--- src/rtl/id_ex_ctrl_pipe.sv ---
// Main control decoder and ID/EX control pipeline register.
// Decodes opcode/funct in ID and holds, bubbles or captures the controls into EX.
module id_ex_ctrl_pipe #(
    parameter int CNT_W = 8
) (
    input  logic             clk,
    input  logic             rst_n,
    input  logic             id_valid,
    input  logic             stall,
    input  logic             flush,
    input  logic [5:0]       id_opcode,
    input  logic [5:0]       id_funct,
    output logic             ex_valid,
    output logic [1:0]       ex_ALUOp,
    output logic [5:0]       ex_opcode,
    output logic [5:0]       ex_funct,
    output logic             ex_RegDst,
    output logic             ex_ALUSrc,
    output logic             ex_MemtoReg,
    output logic             ex_RegWrite,
    output logic             ex_MemRead,
    output logic             ex_MemWrite,
    output logic             ex_Branch,
    output logic             ex_BranchNe,
    output logic             ex_Jump,
    output logic             ex_illegal,
    output logic [CNT_W-1:0] illegal_cnt
);

    typedef struct packed {
        logic [1:0] alu_op;
        logic       reg_dst;
        logic       alu_src;
        logic       mem_to_reg;
        logic       reg_write;
        logic       mem_read;
        logic       mem_write;
        logic       branch;
        logic       branch_ne;
        logic       jump;
    } ctrl_t;

    ctrl_t      dec_ctrl;
    logic       dec_legal;
    logic [5:0] dec_funct;

    ctrl_t      ex_ctrl;

    always_comb begin
        dec_ctrl  = '0;
        dec_legal = 1'b1;
        dec_funct = 6'h00;
        case (id_opcode)
            6'h00: begin
                dec_ctrl.reg_dst   = 1'b1;
                dec_ctrl.reg_write = 1'b1;
                dec_funct          = id_funct;
                case (id_funct)
                    6'h20, 6'h22, 6'h24, 6'h25, 6'h11, 6'h2A, 6'h10: dec_legal = 1'b1;
                    default:                                         dec_legal = 1'b0;
                endcase
            end
            6'h08, 6'h0A, 6'h0C, 6'h0D, 6'h0F: begin
                dec_ctrl.alu_src   = 1'b1;
                dec_ctrl.reg_write = 1'b1;
            end
            6'h23: begin
                dec_ctrl.alu_op     = 2'b10;
                dec_ctrl.alu_src    = 1'b1;
                dec_ctrl.mem_read   = 1'b1;
                dec_ctrl.mem_to_reg = 1'b1;
                dec_ctrl.reg_write  = 1'b1;
            end
            6'h2B: begin
                dec_ctrl.alu_op    = 2'b10;
                dec_ctrl.alu_src   = 1'b1;
                dec_ctrl.mem_write = 1'b1;
            end
            6'h04: begin
                dec_ctrl.alu_op = 2'b01;
                dec_ctrl.branch = 1'b1;
            end
            6'h05: begin
                dec_ctrl.alu_op    = 2'b01;
                dec_ctrl.branch_ne = 1'b1;
            end
            6'h02:   dec_ctrl.jump = 1'b1;
            default: dec_legal = 1'b0;
        endcase
    end

    // Priority: flush > stall > no instruction > illegal > capture.
    always_ff @(posedge clk or negedge rst_n) begin
        if (!rst_n) begin
            ex_ctrl     <= '0;
            ex_valid    <= 1'b0;
            ex_opcode   <= 6'h00;
            ex_funct    <= 6'h00;
            ex_illegal  <= 1'b0;
            illegal_cnt <= '0;
        end else if (flush) begin
            ex_ctrl    <= '0;
            ex_valid   <= 1'b0;
            ex_opcode  <= 6'h00;
            ex_funct   <= 6'h00;
            ex_illegal <= 1'b0;
        end else if (stall) begin
            ex_illegal <= 1'b0;
        end else if (!id_valid || !dec_legal) begin
            ex_ctrl    <= '0;
            ex_valid   <= 1'b0;
            ex_opcode  <= 6'h00;
            ex_funct   <= 6'h00;
            ex_illegal <= id_valid;
            if (id_valid && (illegal_cnt != {CNT_W{1'b1}})) begin
                illegal_cnt <= illegal_cnt + 1'b1;
            end
        end else begin
            ex_ctrl    <= dec_ctrl;
            ex_valid   <= 1'b1;
            ex_opcode  <= id_opcode;
            ex_funct   <= dec_funct;
            ex_illegal <= 1'b0;
        end
    end

    assign ex_ALUOp    = ex_ctrl.alu_op;
    assign ex_RegDst   = ex_ctrl.reg_dst;
    assign ex_ALUSrc   = ex_ctrl.alu_src;
    assign ex_MemtoReg = ex_ctrl.mem_to_reg;
    assign ex_RegWrite = ex_ctrl.reg_write;
    assign ex_MemRead  = ex_ctrl.mem_read;
    assign ex_MemWrite = ex_ctrl.mem_write;
    assign ex_Branch   = ex_ctrl.branch;
    assign ex_BranchNe = ex_ctrl.branch_ne;
    assign ex_Jump     = ex_ctrl.jump;

endmodule

--- config.mk ---
export PLATFORM = sky130hd
export DESIGN_NAME = id_ex_ctrl_pipe
export DESIGN_NICKNAME = d
export VERILOG_FILES = /design/src/rtl/id_ex_ctrl_pipe.sv
export SDC_FILE = /design/constraint.sdc
export NUM_CORES = 1
export LEC_CHECK = 0
export CORE_MARGIN = 2
export CORE_UTILIZATION = 41
export CTS_CLUSTER_DIAMETER = 40
export DETAILED_ROUTE_END_ITERATION = 12
export PLACE_DENSITY = 0.78
export SYNTH_ARGS = -nofsm -noshare
export SYNTH_HDL_FRONTEND = slang
export SYNTH_SLANG_ARGS = --single-unit
--- constraint.sdc ---
create_clock -name clk -period 1.6 [get_ports clk]
set_input_delay 0.32 -clock clk [delete_from_list [all_inputs] [get_ports clk]]
set_output_delay 0.32 -clock clk [all_outputs]
set_load 0.005 [all_outputs]
==> metrics, run 1 <==
Syn. warnings=0; power per cell area=just over 900 nW/um^2; Ports=50; Seq cells post-synth=32; Slew @ Worst Pin=0.386 ns; CP required=1.28 ns; Clock Latency Late Sink=a little under 0.3 ns; area delta synth->final=60.7%; Relative slew margins=74.3%; WP buf/inv=1; Root Buffer=clkbuf_8; met1 global-route usage=24.3%; sequential share of power=40.8%; fmax=between 0.6 and 0.7 GHz; Num CTS Buffers=5; grt total ovfl=0; first-pass GRT wire length=about 6500 um; Max VDD drop=0.677 mV; Clk pwr share=a little under two fifths; Mapped Cells=130; critical path's top delay family=buffers and inverters; period utilization=96.5%; Diodes inserted=0; Fillers=258; DRC viols=0; DP Worst Slack=-0.496 ns; peak per-stage delay on the critical path=0.52 ns; port bufs=49; Synth Net Count=148; gpl congestion=0.792; post-synthesis cell area=roughly 1500 um^2; status=completed; Max H-tree Level=2; antenna viol nets, final=0; layout cells sized above 1=28.2%; Sw Ratio=24.2%; Top FF cell, synth=dfrtp_1; Core Area=3610 um^2; Worst Path Class, Setup=register to output pin; total number of vias=1353; Hold-fix buffers, CTS=0; top cells by area, synth=dfrtp_1 (53%), a22o_1 (6.9%), xnor2_1 (3.5%); total of max-cap violations=0; routed wire length=3820 um; GR Util All Layers=20.2%; number of flops mapped to enable cells by yosys=0; Initial Util=42.0%; sequential fraction of the synthesis area=52.9%; min setup slack post-route=0.0564 ns; most common cell in the netlist=dfrtp_1; largest net degree at the start of global routing=33; crit-path max FO=4; Pleak=around 1.1 nW; CTS tree=done; Cell variety after synth=45; asr flop ratio synth=100%; CTS Sinks=32; Internal=approximately 0.0017 W; wire per inst=roughly 15 um; DP Wirelength=2730 um; post-layout minimum cycle time=between 1.5 and 2 ns; CP max-delay cell=clkdlybuf4s50_1; combinational power share=between 20% and 30%; Setup Skew=0.00921 ns; crit-path cells=clkdlybuf4s50_1; P_sw=0.000545 W; # nets final=226; most crowded layer after global routing=met2; startpoint types=register; clock buffer depth=2; row count=22; Worst Hold Class=input port to register; DRT iter0 DRCs=118; vias per std cell=5.26; initial antenna violation count=0; vias in the first global route=between 1000 and 1500; CP Capture Type=output pin; Setup TNS=0 ns; met2 Track Usage GR=between 30% and 40%; Die Span Y=approximately 65 um; Final setup viols=0; Worst EP arrival=1.22 ns; Die X=64.8 um; CTS clk-pin slew, worst paths=0.06 ns; synthesized area per cell=11.6 um^2; top-area cell type share of the netlist area=52.9%; met3 Usage GRT=5.56%; Commonest cells post-synth=dfrtp_1 (32), nand2_1 (13), a22o_1 (12); Hold Vio Cnt, Final=0; RSZ-0062 raised after global routing=false; die footprint=4190 um^2; Final Slew Violations=0; Synth area leader=dfrtp_1; drt first pass iters=4
metrics by stage:
stage          cell area, um^2  cells  total power, W  hold slack (ns)  util, %
3_5_place_dp              2240    245         0.00140            0.467     62.2
2_1_floorplan             1520    130         0.00109           0.0244        -
4_1_cts                   2420    256         0.00225            0.425     67.0
5_1_grt                   2430    257         0.00236            0.380     67.5
6_report                  2430    257         0.00225            0.370     67.5
3_3_place_gp              2240    245         0.00137            0.461     62.2
cells in the final DEF, fill, tap and decap left out, drive strengths merged, types with 2 or more instances in the layout:
cell / netlist / routed
clkdlybuf4s50: 0 / 32
dfrtp: 32 / 32
buf: 3 / 28
nand2: 13 / 13
dlygate4sd2: 0 / 13
a22o: 12 / 12
clkbuf: 3 / 8
xnor2: 6 / 6
o21ai: 6 / 6
and3: 6 / 6
nand4: 5 / 5
nor2: 5 / 5
a21oi: 5 / 5
dlymetal6s2s: 0 / 3
nand2b: 3 / 3
nor2b: 3 / 3
nand3b: 2 / 2
inv: 2 / 2
a211oi: 2 / 2
and2: 2 / 2
nor3: 2 / 2
a31oi: 2 / 2
a21o: 2 / 2
area by class of cell:
type	instances	area [um^2]	area share [%]
inverter	2	7.51	0.308
multi-input combinational	90	718	29.5
sequential	32	802	33.0
clock inverter	1	30.0	1.23
tap	48	60.1	2.47
clock buffer	7	96.3	3.96
timing repair buffer	77	719	29.6
logic make-up (layout without fill, tap and decap cells):
kind of cell	after synthesis	in the layout	share of synthesized area, %
AO/OA/AOI/OAI	34	34	20.4
XOR/XNOR	6	6	3.47
adder cells (fa/ha/maj)	1	1	0.826
buffers and inverters	8	87	2.89
flip-flops	32	32	52.9
multiplexers	1	1	0.991
AND/OR/NAND/NOR	48	48	18.5
final timing paths:
kind / startpoint / end / slack (ns) / depth (start not counted)
min in group asynchronous: rst_n / ex_valid / 0.43 / 2
worst min-delay path: id_opcode[2] / ex_opcode[2] / 0.37 / 2
worst min register to register: ex_ALUOp[1] / ex_ALUOp[1] / 0.48 / 2
worst max register to register: illegal_cnt[0] / illegal_cnt[1] / 0.06 / 5
worst max-delay path: illegal_cnt[7] / illegal_cnt[7] / 0.06 / 1
max in group asynchronous: rst_n / illegal_cnt[7] / 0.86 / 2
sequential cells by signal, summed over array words and instances (netlist names):
register and flops:
ex_MemWrite 1, ex_illegal 1, ex_opcode 6, ex_BranchNe 1
ex_funct 6, ex_ALUSrc 1, ex_MemtoReg 1, ex_RegWrite 1
ex_Branch 1, ex_Jump 1, ex_RegDst 1, ex_ALUOp 2
ex_valid 1, illegal_cnt 8
power by group through the flow:
| stage | Clock (W) | Sequential (W) | Combinational [W] |
|---|---|---|---|
| CTS | 0.000855 | 0.000919 | 0.000478 |
| detailed placement | 0 | 0.000930 | 0.000468 |
| finish | 0.000845 | 0.000917 | 0.000485 |
| floorplan | 0 | 0.000939 | 0.000149 |
| global placement | 0 | 0.000928 | 0.000446 |
| global route | 0.000900 | 0.000925 | 0.000531 |
repair_timing:
item / 4_1_cts / 5_1_grt
setup endpoints to repair: 24 / 11
pin swaps: 5 / 4
resized for setup: 25 / 7
buffers inserted: 3 / 1
metal layers:
layer,vias up,share of wire (%)
met3,7,5.7
met5,-,0
met2,54,51
met4,0,1.7
met1,658,42
li1,634,-
(Power assumes the default switching activity.)
==> inputs of run 2 (changes only) <==
--- a/config.mk
+++ b/config.mk
@@ -5,11 +5,12 @@
 export SDC_FILE = /design/constraint.sdc
 export NUM_CORES = 1
 export LEC_CHECK = 0
+export ABC_AREA = 1
 export CORE_MARGIN = 2
-export CORE_UTILIZATION = 41
+export CORE_UTILIZATION = 42
 export CTS_CLUSTER_DIAMETER = 40
 export DETAILED_ROUTE_END_ITERATION = 12
-export PLACE_DENSITY = 0.78
+export PLACE_DENSITY = 0.77
 export SYNTH_ARGS = -nofsm -noshare
 export SYNTH_HDL_FRONTEND = slang
 export SYNTH_SLANG_ARGS = --single-unit
==> metrics, run 2 <==
highest-count cells in the layout ignoring fill and taps=nand2_1 (70), clkdlybuf4s50_1 (39), dfrtp_1 (28), buf_4 (23), nand4_1 (18); power per cell area=759 nW/um^2 (-18%); row count=23 (+4.5%); Worst Hold Class=input port to register; initial antenna violation count=0 (unchanged); Top Registers=illegal_cnt: 8 flops, ex_funct: 6 flops, ex_opcode: 6 flops; vias in the first global route=1575 (+8.8%); largest net degree at the start of global routing=33 (unchanged); Die Span Y=67.8 um (+4.6%); post-synthesis cell area=1710 um^2 (+13%); Synth area leader=dfrtp_1; DP Wirelength=2880 um (+5.6%); number of flops mapped to enable cells by yosys=0 (unchanged); Synth Net Count=225 (+52%); total number of vias=1605 (+19%); critical path's top delay family=buffers and inverters; Top FF cell, synth=dfrtp_1; Root Buffer=clkbuf_8; CP max-delay cell=clkdlybuf4s50_1; Commonest cells post-synth=nand2_1 (70), dfrtp_1 (32), nand4_1 (18); crit-path cells=clkdlybuf4s50_1; GR Util All Layers=19.3% (-0.94 points); Final Slew Violations=0 (unchanged); Relative slew margins=73.6% (-0.69 points); DRT iter0 DRCs=57 (-52%); Hold Vio Cnt, Final=0 (unchanged); port bufs=49 (unchanged); Pleak=1.35 nW (+19%); period utilization=97.1% (+0.60 points); synthesized area per cell=8.25 um^2 (-29%); vias per std cell=4.83 (-8.2%); sequential fraction of the synthesis area=46.9% (-6.0 points); CP Capture Type=output pin; Post-CTS Setup Repair Bufs=0 (-3); Max VDD drop=0.600 mV (-11%); startpoint types=register; Ports=50 (unchanged); WP buf/inv=1 (unchanged); gpl congestion=0.779 (-1.6%); layout cells sized above 1=25.5% (-2.7 points); Worst EP arrival=1.23 ns (about the same); Die X=67.8 um (+4.6%); most common cell after layout, fill and taps aside=nand2_1; fmax=0.644 GHz (-0.62%); area delta synth->final=52.2%; DRC viols=0 (unchanged); Cell variety after synth=27 (-40%); wire per inst=12.2 um (-18%); CTS Sinks=32 (unchanged); Initial Util=43.3% (+1.3 points); crit-path max FO=6 (+2); Core Area=3940 um^2 (+9.3%); CTS tree=done; top cells by area, synth=dfrtp_1 (47%), nand2_1 (15%), nand4_1 (6.6%); grt total ovfl=0 (unchanged); post-layout minimum cycle time=1.55 ns (+0.00965 ns); total of max-cap violations=0 (unchanged); Mapped Cells=207 (+59%); routed wire length=4040 um (+5.6%); # nets final=300 (+33%); Max H-tree Level=2 (unchanged); fin util=65.9% (-1.5 points); hold_ws=0.361 ns (-0.00826 ns); placed cell count=325 (+33%); most common cell in the netlist=nand2_1; die footprint=4590 um^2 (+9.5%); Slew @ Worst Pin=0.396 ns (+0.0104 ns); clock buffer depth=2 (unchanged); top-area cell type share of the netlist area=46.9% (-6.0 points); Seq cells post-synth=32 (unchanged); drt first pass iters=4 (unchanged); asr flop ratio synth=100% (unchanged); Syn. warnings=0 (unchanged); Clock Latency Late Sink=0.28 ns (about the same); Num CTS Buffers=5 (unchanged); most flop-heavy register=illegal_cnt; peak per-stage delay on the critical path=0.52 ns (about the same); CP required=1.28 ns (about the same); Final setup viols=0 (unchanged); max reg flops=8 (unchanged); status=completed; Diodes inserted=0 (unchanged); Worst Path Class, Setup=register to output pin; CTS clk-pin slew, worst paths=0.06 ns (about the same); antenna viol nets, final=0 (unchanged); first-pass GRT wire length=6690 um (+3.3%); Setup Skew=0.00201 ns (-0.00720 ns); Layout Cells excl Fill=332 (+29%)
[run 2: cell count changes after synthesis, moves of 4 or more]
cell / previous run / this run
nand2_1: 13 / 70
nand4_1: 5 / 18
a22o_1: 12 / 0
inv_1: 2 / 14
nor2_1: 4 / 16
nand3_1: 0 / 10
o21ai_2: 0 / 9
and3_1: 5 / 0
nand2_2: 0 / 4
xnor2_1: 6 / 2
[run 2: per-layer routing]
layer	part of all wire, %	GRT usage (%)	up-vias
met3	5.3	6.17	8
met1	42	23.7	730
met5	0	0	-
li1	-	-	825
met4	1.3	4.00	0
met2	52	33.1	42
[run 2: area by class of cell]
cell class,instances,area (um^2)
inverters,18,70.1
flip-flops and latches,32,806
repair buffers,74,712
well taps,50,62.6
clock buffers,7,96.3
fillers,314,1340
multi-input cells,151,853
[run 2: path summary, 6_finish.rpt]
kind	slack [ns]	start	end	cells past startpoint
max in group asynchronous	0.86	rst_n	illegal_cnt[4]	2
worst max register to register	0.12	illegal_cnt[0]	illegal_cnt[4]	7
min in group asynchronous	0.43	rst_n	ex_opcode[5]	2
worst min-delay path	0.36	id_funct[2]	ex_funct[2]	3
worst max-delay path	0.05	illegal_cnt[6]	illegal_cnt[6]	1
worst min register to register	0.48	ex_MemWrite	ex_MemWrite	2
[run 2: repair_timing]
action,in CTS,in global routing
resized for setup,3,26
gates cloned,0,0
hold buffers,0,0
endpoints found under the setup margin,27,32
endpoints found under the hold margin,0,0
pin swaps,0,6
[run 2: through the flow]
step                worst slack, ns  total power, W  TNS [ns]  cell area (um^2)
floorplan                     0.196         0.00108         0              1710
global placement             -0.318         0.00131     -8.74              2420
detailed placement           -0.364         0.00132    -10.10              2420
CTS                          0.0101         0.00199         0              2510
global route               -0.00747         0.00208   -0.0131              2600
finish                       0.0467         0.00197         0              2600
[run 2: logic make-up (layout without fill, tap and decap cells)]
family | after synthesis | in the layout | synth area share (%)
AND/OR/NAND/NOR | 131 | 131 | 37.1
buffers and inverters | 24 | 99 | 6.52
XOR/XNOR | 5 | 5 | 2.56
flip-flops | 32 | 32 | 46.9
adder cells (fa/ha/maj) | 1 | 1 | 0.732
AO/OA/AOI/OAI | 14 | 14 | 6.23
[run 2: power by group]
part / internal (W) / switching [W] / total [W]
Combinational: 0.000220 / 0.000193 / 0.000413
Clock: 0.000383 / 0.000280 / 0.000662
Sequential: 0.000854 / 0.0000460 / 0.000900
